## config.mk

```make
export PLATFORM = sky130hd
export DESIGN_NAME = sampq_sched
export DESIGN_NICKNAME = d
export VERILOG_FILES = /design/src/rtl/sampq_pkg.sv /design/src/rtl/sampq_rrarb.sv /design/src/rtl/sampq_sched.sv
export SDC_FILE = /design/constraint.sdc
export NUM_CORES = 1
export LEC_CHECK = 0
export BUFFER_PORTS_ARGS = -buffer_cell sky130_fd_sc_hd__buf_2
export CAP_MARGIN = 0
export CORE_MARGIN = 3
export CORE_UTILIZATION = 45
export CTS_CLUSTER_SIZE = 16
export DETAILED_ROUTE_END_ITERATION = 8
export HOLD_SLACK_MARGIN = 0.03
export PLACE_DENSITY = 0.68
export SLEW_MARGIN = 30
export SYNTH_ARGS = -nofsm -noshare
export SYNTH_HDL_FRONTEND = slang
export SYNTH_SLANG_ARGS = --single-unit
```

## constraint.sdc

```tcl
create_clock -name clk -period 12.2 [get_ports clk]
set_input_delay 3.66 -clock clk [delete_from_list [all_inputs] [get_ports clk]]
set_output_delay 3.66 -clock clk [all_outputs]
set_load 0.01 [all_outputs]
```

## src/rtl/sampq_pkg.sv

```systemverilog
// Shared definitions for the sample-queue scheduler: state encoding, sample
// width and the index-width helper used by the scheduler and its arbiter.
package sampq_pkg;

  localparam int unsigned SAMPLE_W = 32;

  typedef enum logic [1:0] {
    ST_IDLE  = 2'd0,
    ST_RUN   = 2'd1,
    ST_DRAIN = 2'd2
  } state_e;

  // Width of a source index; a single source still needs a 1-bit index.
  function automatic int unsigned idx_w(input int unsigned n);
    return (n > 1) ? $clog2(n) : 1;
  endfunction

endpackage

```

## src/rtl/sampq_rrarb.sv

```systemverilog
// Combinational rotating-priority finder.
// Ports:
//   req         - request mask, one bit per source
//   ptr         - source with highest priority this cycle
//   grant_valid - at least one request is set
//   grant_idx   - first requesting source searching ptr, ptr+1, ... mod N
module sampq_rrarb #(
  parameter int unsigned N     = 4,
  parameter int unsigned IDX_W = 2
) (
  input  logic [N-1:0]     req,
  input  logic [IDX_W-1:0] ptr,
  output logic             grant_valid,
  output logic [IDX_W-1:0] grant_idx
);

  logic [IDX_W-1:0] cand;

  // Walk the N candidate positions starting at ptr; the first hit wins.
  always_comb begin
    grant_valid = 1'b0;
    grant_idx   = '0;
    cand        = '0;
    for (int unsigned k = 0; k < N; k++) begin
      cand = IDX_W'((32'(ptr) + k) % N);
      if (!grant_valid && req[cand]) begin
        grant_valid = 1'b1;
        grant_idx   = cand;
      end
    end
  end

endmodule

```

## src/rtl/sampq_sched.sv

```systemverilog
// Round-robin scheduler sharing the sample-queue write port between
// NUM_SOURCES producers.
// Ports:
//   clk, rst      - clock, asynchronous active-high reset
//   enable        - request queue capture (level)
//   sources       - sample words, source i at [i*32 +: 32]
//   avails        - per-source strobe: sources[i] valid this cycle
//   sample        - word presented to the queue
//   sample_valid  - sample holds a word
//   sample_ready  - queue accepts the word this cycle
//   active        - high in RUN or DRAIN
//   ovf_count     - saturating count of overwritten samples
//   ovf_mask      - sticky per-source overwrite flags
module sampq_sched
  import sampq_pkg::*;
#(
  parameter int unsigned NUM_SOURCES = 4,
  parameter int unsigned CNT_WIDTH   = 16
) (
  input  logic                            clk,
  input  logic                            rst,
  input  logic                            enable,
  input  logic [SAMPLE_W*NUM_SOURCES-1:0] sources,
  input  logic [NUM_SOURCES-1:0]          avails,
  output logic [SAMPLE_W-1:0]             sample,
  output logic                            sample_valid,
  input  logic                            sample_ready,
  output logic                            active,
  output logic [CNT_WIDTH-1:0]            ovf_count,
  output logic [NUM_SOURCES-1:0]          ovf_mask
);

  localparam int unsigned IDX_W = idx_w(NUM_SOURCES);

  state_e                 state_q, state_d;
  logic [NUM_SOURCES-1:0] held_q, held_d;
  logic [SAMPLE_W-1:0]    hold_q [NUM_SOURCES];
  logic [SAMPLE_W-1:0]    hold_d [NUM_SOURCES];
  logic [IDX_W-1:0]       rr_q, rr_d;
  logic [SAMPLE_W-1:0]    sample_q, sample_d;
  logic                   sample_valid_q, sample_valid_d;
  logic                   active_q, active_d;
  logic [CNT_WIDTH-1:0]   ovf_count_q, ovf_count_d;
  logic [NUM_SOURCES-1:0] ovf_mask_q, ovf_mask_d;

  logic                   load;
  logic                   grant_valid;
  logic [IDX_W-1:0]       grant_idx;

  sampq_rrarb #(
    .N     (NUM_SOURCES),
    .IDX_W (IDX_W)
  ) u_rrarb (
    .req         (held_q),
    .ptr         (rr_q),
    .grant_valid (grant_valid),
    .grant_idx   (grant_idx)
  );

  // Next-state: sequencing, output register load, capture and overflow.
  always_comb begin
    state_d        = state_q;
    held_d         = held_q;
    hold_d         = hold_q;
    rr_d           = rr_q;
    sample_d       = sample_q;
    sample_valid_d = sample_valid_q;
    ovf_count_d    = ovf_count_q;
    ovf_mask_d     = ovf_mask_q;

    load = !sample_valid_q || sample_ready;

    if (load) begin
      if (grant_valid) begin
        sample_d          = hold_q[grant_idx];
        sample_valid_d    = 1'b1;
        held_d[grant_idx] = 1'b0;
        rr_d              = IDX_W'((32'(grant_idx) + 1) % NUM_SOURCES);
      end else begin
        sample_valid_d = 1'b0;
      end
    end

    unique case (state_q)
      ST_IDLE: begin
        if (enable) begin
          state_d     = ST_RUN;
          ovf_count_d = '0;
          ovf_mask_d  = '0;
        end
      end
      ST_RUN: begin
        if (!enable) state_d = ST_DRAIN;
      end
      ST_DRAIN: begin
        if (enable)                              state_d = ST_RUN;
        else if (held_q == '0 && !sample_valid_q) state_d = ST_IDLE;
      end
      default: state_d = ST_IDLE;
    endcase

    // A re-capture on the source being granted this cycle is not an overwrite:
    // the old word leaves through the output register.
    if (state_q == ST_RUN) begin
      for (int unsigned i = 0; i < NUM_SOURCES; i++) begin
        if (avails[i]) begin
          if (held_q[i] && !(load && grant_valid && grant_idx == IDX_W'(i))) begin
            if (ovf_count_d != {CNT_WIDTH{1'b1}}) ovf_count_d = ovf_count_d + CNT_WIDTH'(1);
            ovf_mask_d[i] = 1'b1;
          end
          hold_d[i] = sources[i*SAMPLE_W +: SAMPLE_W];
          held_d[i] = 1'b1;
        end
      end
    end

    active_d = (state_d != ST_IDLE);
  end

  always_ff @(posedge clk or posedge rst) begin
    if (rst) begin
      state_q        <= ST_IDLE;
      held_q         <= '0;
      for (int unsigned i = 0; i < NUM_SOURCES; i++) hold_q[i] <= '0;
      rr_q           <= '0;
      sample_q       <= '0;
      sample_valid_q <= 1'b0;
      active_q       <= 1'b0;
      ovf_count_q    <= '0;
      ovf_mask_q     <= '0;
    end else begin
      state_q        <= state_d;
      held_q         <= held_d;
      hold_q         <= hold_d;
      rr_q           <= rr_d;
      sample_q       <= sample_d;
      sample_valid_q <= sample_valid_d;
      active_q       <= active_d;
      ovf_count_q    <= ovf_count_d;
      ovf_mask_q     <= ovf_mask_d;
    end
  end

  assign sample       = sample_q;
  assign sample_valid = sample_valid_q;
  assign active       = active_q;
  assign ovf_count    = ovf_count_q;
  assign ovf_mask     = ovf_mask_q;

endmodule

```

==> qor.txt <==
CP required -> 12.54 ns
Initial antenna violation count -> 11
Share of cells above drive strength 1 -> 31.8%
Post-synth EDFFs -> 0
Initial core utilization -> 46.1%
Maximum vdd drop -> 0.169 mV
Sequential fraction of the synthesis area -> 43.8%
CP Launch Type -> input pin
Post-Synth Simple-Gate Area -> 20.9%
Syn nets -> 1,292
Most instantiated cells after synthesis -> nand2_1, dfrtp_1, mux2_2
Post-DRT Antenna Nets -> 0
Clock buffer depth -> 2
Synth Cell Area -> 10,800 sq um
RSZ-0062 raised after global routing -> no
CP Max Fanout -> 24
GPL Wtd Cong -> 0.893
Hpwl dp -> 21.9 mm
Synth-to-layout area growth -> 16.9%
GRT Overall Usage -> 24.3%
Post-DR wirelength/cell -> 19.1 um
Synth Area in Adders -> 0.923%
H-tree Lvls -> 4
Hold Path Class -> reg -> reg
Leakage -> 5.55 nW
FF+latch count, synth -> 190
Yosys top cell area share -> 43.8%
Most numerous cell in the Yosys netlist -> nand2_1
Layout fillers -> 2,166
Slew HR -> 36.8%
Post-Synth XOR/XNOR Area -> 2.40%
CTS tree -> built
Final Max Slew Viols -> 0
# setup viols final -> 0
Yosys warns -> 0
Final hold viol count -> 0
Max Clock Skew -> 0.0208 ns
Max stage delay on crit path -> 0.54 ns
Start-to-end type of the worst setup path -> in -> reg
TritonRoute pass-1 iters -> 5
Non-Filler Instances -> 1,635
IO Pins -> 190
Die X -> 161 um
Slew @ Worst Pin -> 0.945 ns
Setup_tns -> 0 ns
Drt drc -> 0
Grt ovf -> 0
Synth Area in Compound Gates -> 13.8%
Chip height -> 161 um
Routed via count -> 9,307
Pwr Density -> 203 nW/um^2
Largest net degree at the start of global routing -> 125
CP max stage cell -> nand4_2
Detail-routed via count per cell -> 5.69
TritonCTS Sinks -> 190
Number of library cell types mapped by synthesis -> 94
Die ar. -> 26,000 sq um
Vias in the first global route -> 9,188
Max-cap violations -> 0
Top post-synthesis cells by area -> dfrtp_1, mux2_2, nand2_1
Post_cts resized -> 0
Worst-path clk slew -> 0.08 ns
Ys async rst share -> 100%
Placed insts -> 1,599
Nets -> 1,443
Number of placement rows -> 56
Drt initial violations -> 755
I/O Buffers -> 189
Core area -> 23,500 sq um
First-pass GRT wire length -> 50.4 mm
Largest family of logic cells by synthesized area -> simple AND/OR/NAND/NOR gates
Arrival time at the worst endpoint -> 11.36 ns
Fin crit period -> 11.02 ns
Post-synth top area cell -> dfrtp_1
Root Buffer Master -> clkbuf_16
Synth Instances -> 1,148
Post-CTS Hold Fix Bufs -> 0
Mean Syn Cell Area -> 9.45 sq um
Multiplexer share of the synthesized area -> 14.8%
Worst-skew pair later-pin latency -> 0.44 ns
CP dominant cell by count -> ha_1
Status -> completed
Post-CTS setup repair buffer count -> 0
Top_reg_cell synth -> dfrtp_1
CP endpoint kind -> register
CTS Buf Count -> 17
Fmax -> 90.7 MHz
WL final -> 31.2 mm
Final period util -> 90.4%
[final timing paths]
check	start	to	slack [ns]	cells past startpoint
worst min register to register	sample[24]	sample[24]	0.48	2
worst min-delay path	sample[24]	sample[24]	0.48	2
min in group asynchronous	rst	hold_q[35]	3.41	2
worst max register to register	state_q[1]	ovf_count[6]	4.09	29
worst max-delay path	enable	ovf_count[6]	1.18	30
max in group asynchronous	rst	hold_q[28]	7.35	3
[final cells by class]
class                      count  area [sq um]  share of cell area (%)
multi-input combinational    874          5790                    45.7
sequential                   190          4750                    37.5
timing repair buffer         199          1020                    8.06
clock buffer                  19           453                    3.57
tap                          319           399                    3.15
clock inverter                13           173                    1.36
inverter                      17          71.3                   0.563
antenna                        4          10.0                  0.0790
[layer usage]
metal	track usage, %	up-vias	part of all wire [%]
li1	-	4412	-
met1	31.8	4501	42
met2	40.1	327	48
met3	7.16	51	7.4
met4	5.67	16	1.7
met5	0	-	0.31
[through the flow]
step / utilization [%] / hold slack, ns / worst slack [ns] / cell area [sq um] / total power (W)
global placement: 51.0 / 0.457 / 1.11 / 12000 / 0.00197
global route: 53.8 / 0.504 / 0.394 / 12700 / 0.00277
CTS: 53.7 / 0.483 / 1.32 / 12600 / 0.00259
floorplan: - / 0.472 / 1.56 / 10800 / 0.00165
finish: 53.8 / 0.479 / 1.18 / 12700 / 0.00257
detailed placement: 51.1 / 0.465 / 0.892 / 12000 / 0.00200
[kinds of logic (layout without fill, tap and decap cells)]
group	Yosys count	in the layout
AND/OR/NAND/NOR	472	472
AO/OA/AOI/OAI	223	223
flip-flops	190	190
multiplexers	143	143
buffers and inverters	84	248
XOR/XNOR	28	28
adder cells (fa/ha/maj)	8	8
other	0	4
[flip-flops by register name, summed over array words and instances (netlist names)]
name,cells
active,1
held_q,4
hold_q,128
ovf_count,16
ovf_mask,4
rr_q,2
sample,32
sample_valid,1
state_q,2
[layout by cell type (no fill, tap or decap), types with 11 or more instances in the layout]
cell type / instances
nand2_1: 257
dfrtp_1: 190
buf_2: 189
mux2_2: 132
o21ai_0: 94
nand3_1: 58
nor2_1: 33
a21oi_1: 22
xnor2_1: 20
clkbuf_16: 17
inv_1: 15
nand4_1: 15
nor3_1: 13
a211oi_1: 11
and3_1: 11
[critical path, delay by kind of cell]
kind	cells	cell delay (ns)
XOR/XNOR	1	0.18
buffers and inverters	4	0.71
adder cells (fa/ha/maj)	4	1.19
AO/OA/AOI/OAI	8	1.98
multiplexers	2	0.54
AND/OR/NAND/NOR	11	3.07
[power by group]
part	leakage (nW)	switching, W	total, W	internal [W]
clock	0.306	0.000270	0.000577	0.000306
sequential	2.28	0.000113	0.000916	0.000803
combinational	2.96	0.000679	0.00108	0.000398
total	5.55	0.00106	0.00257	0.00151
No activity file was read; power rests on OpenSTA's default activity.
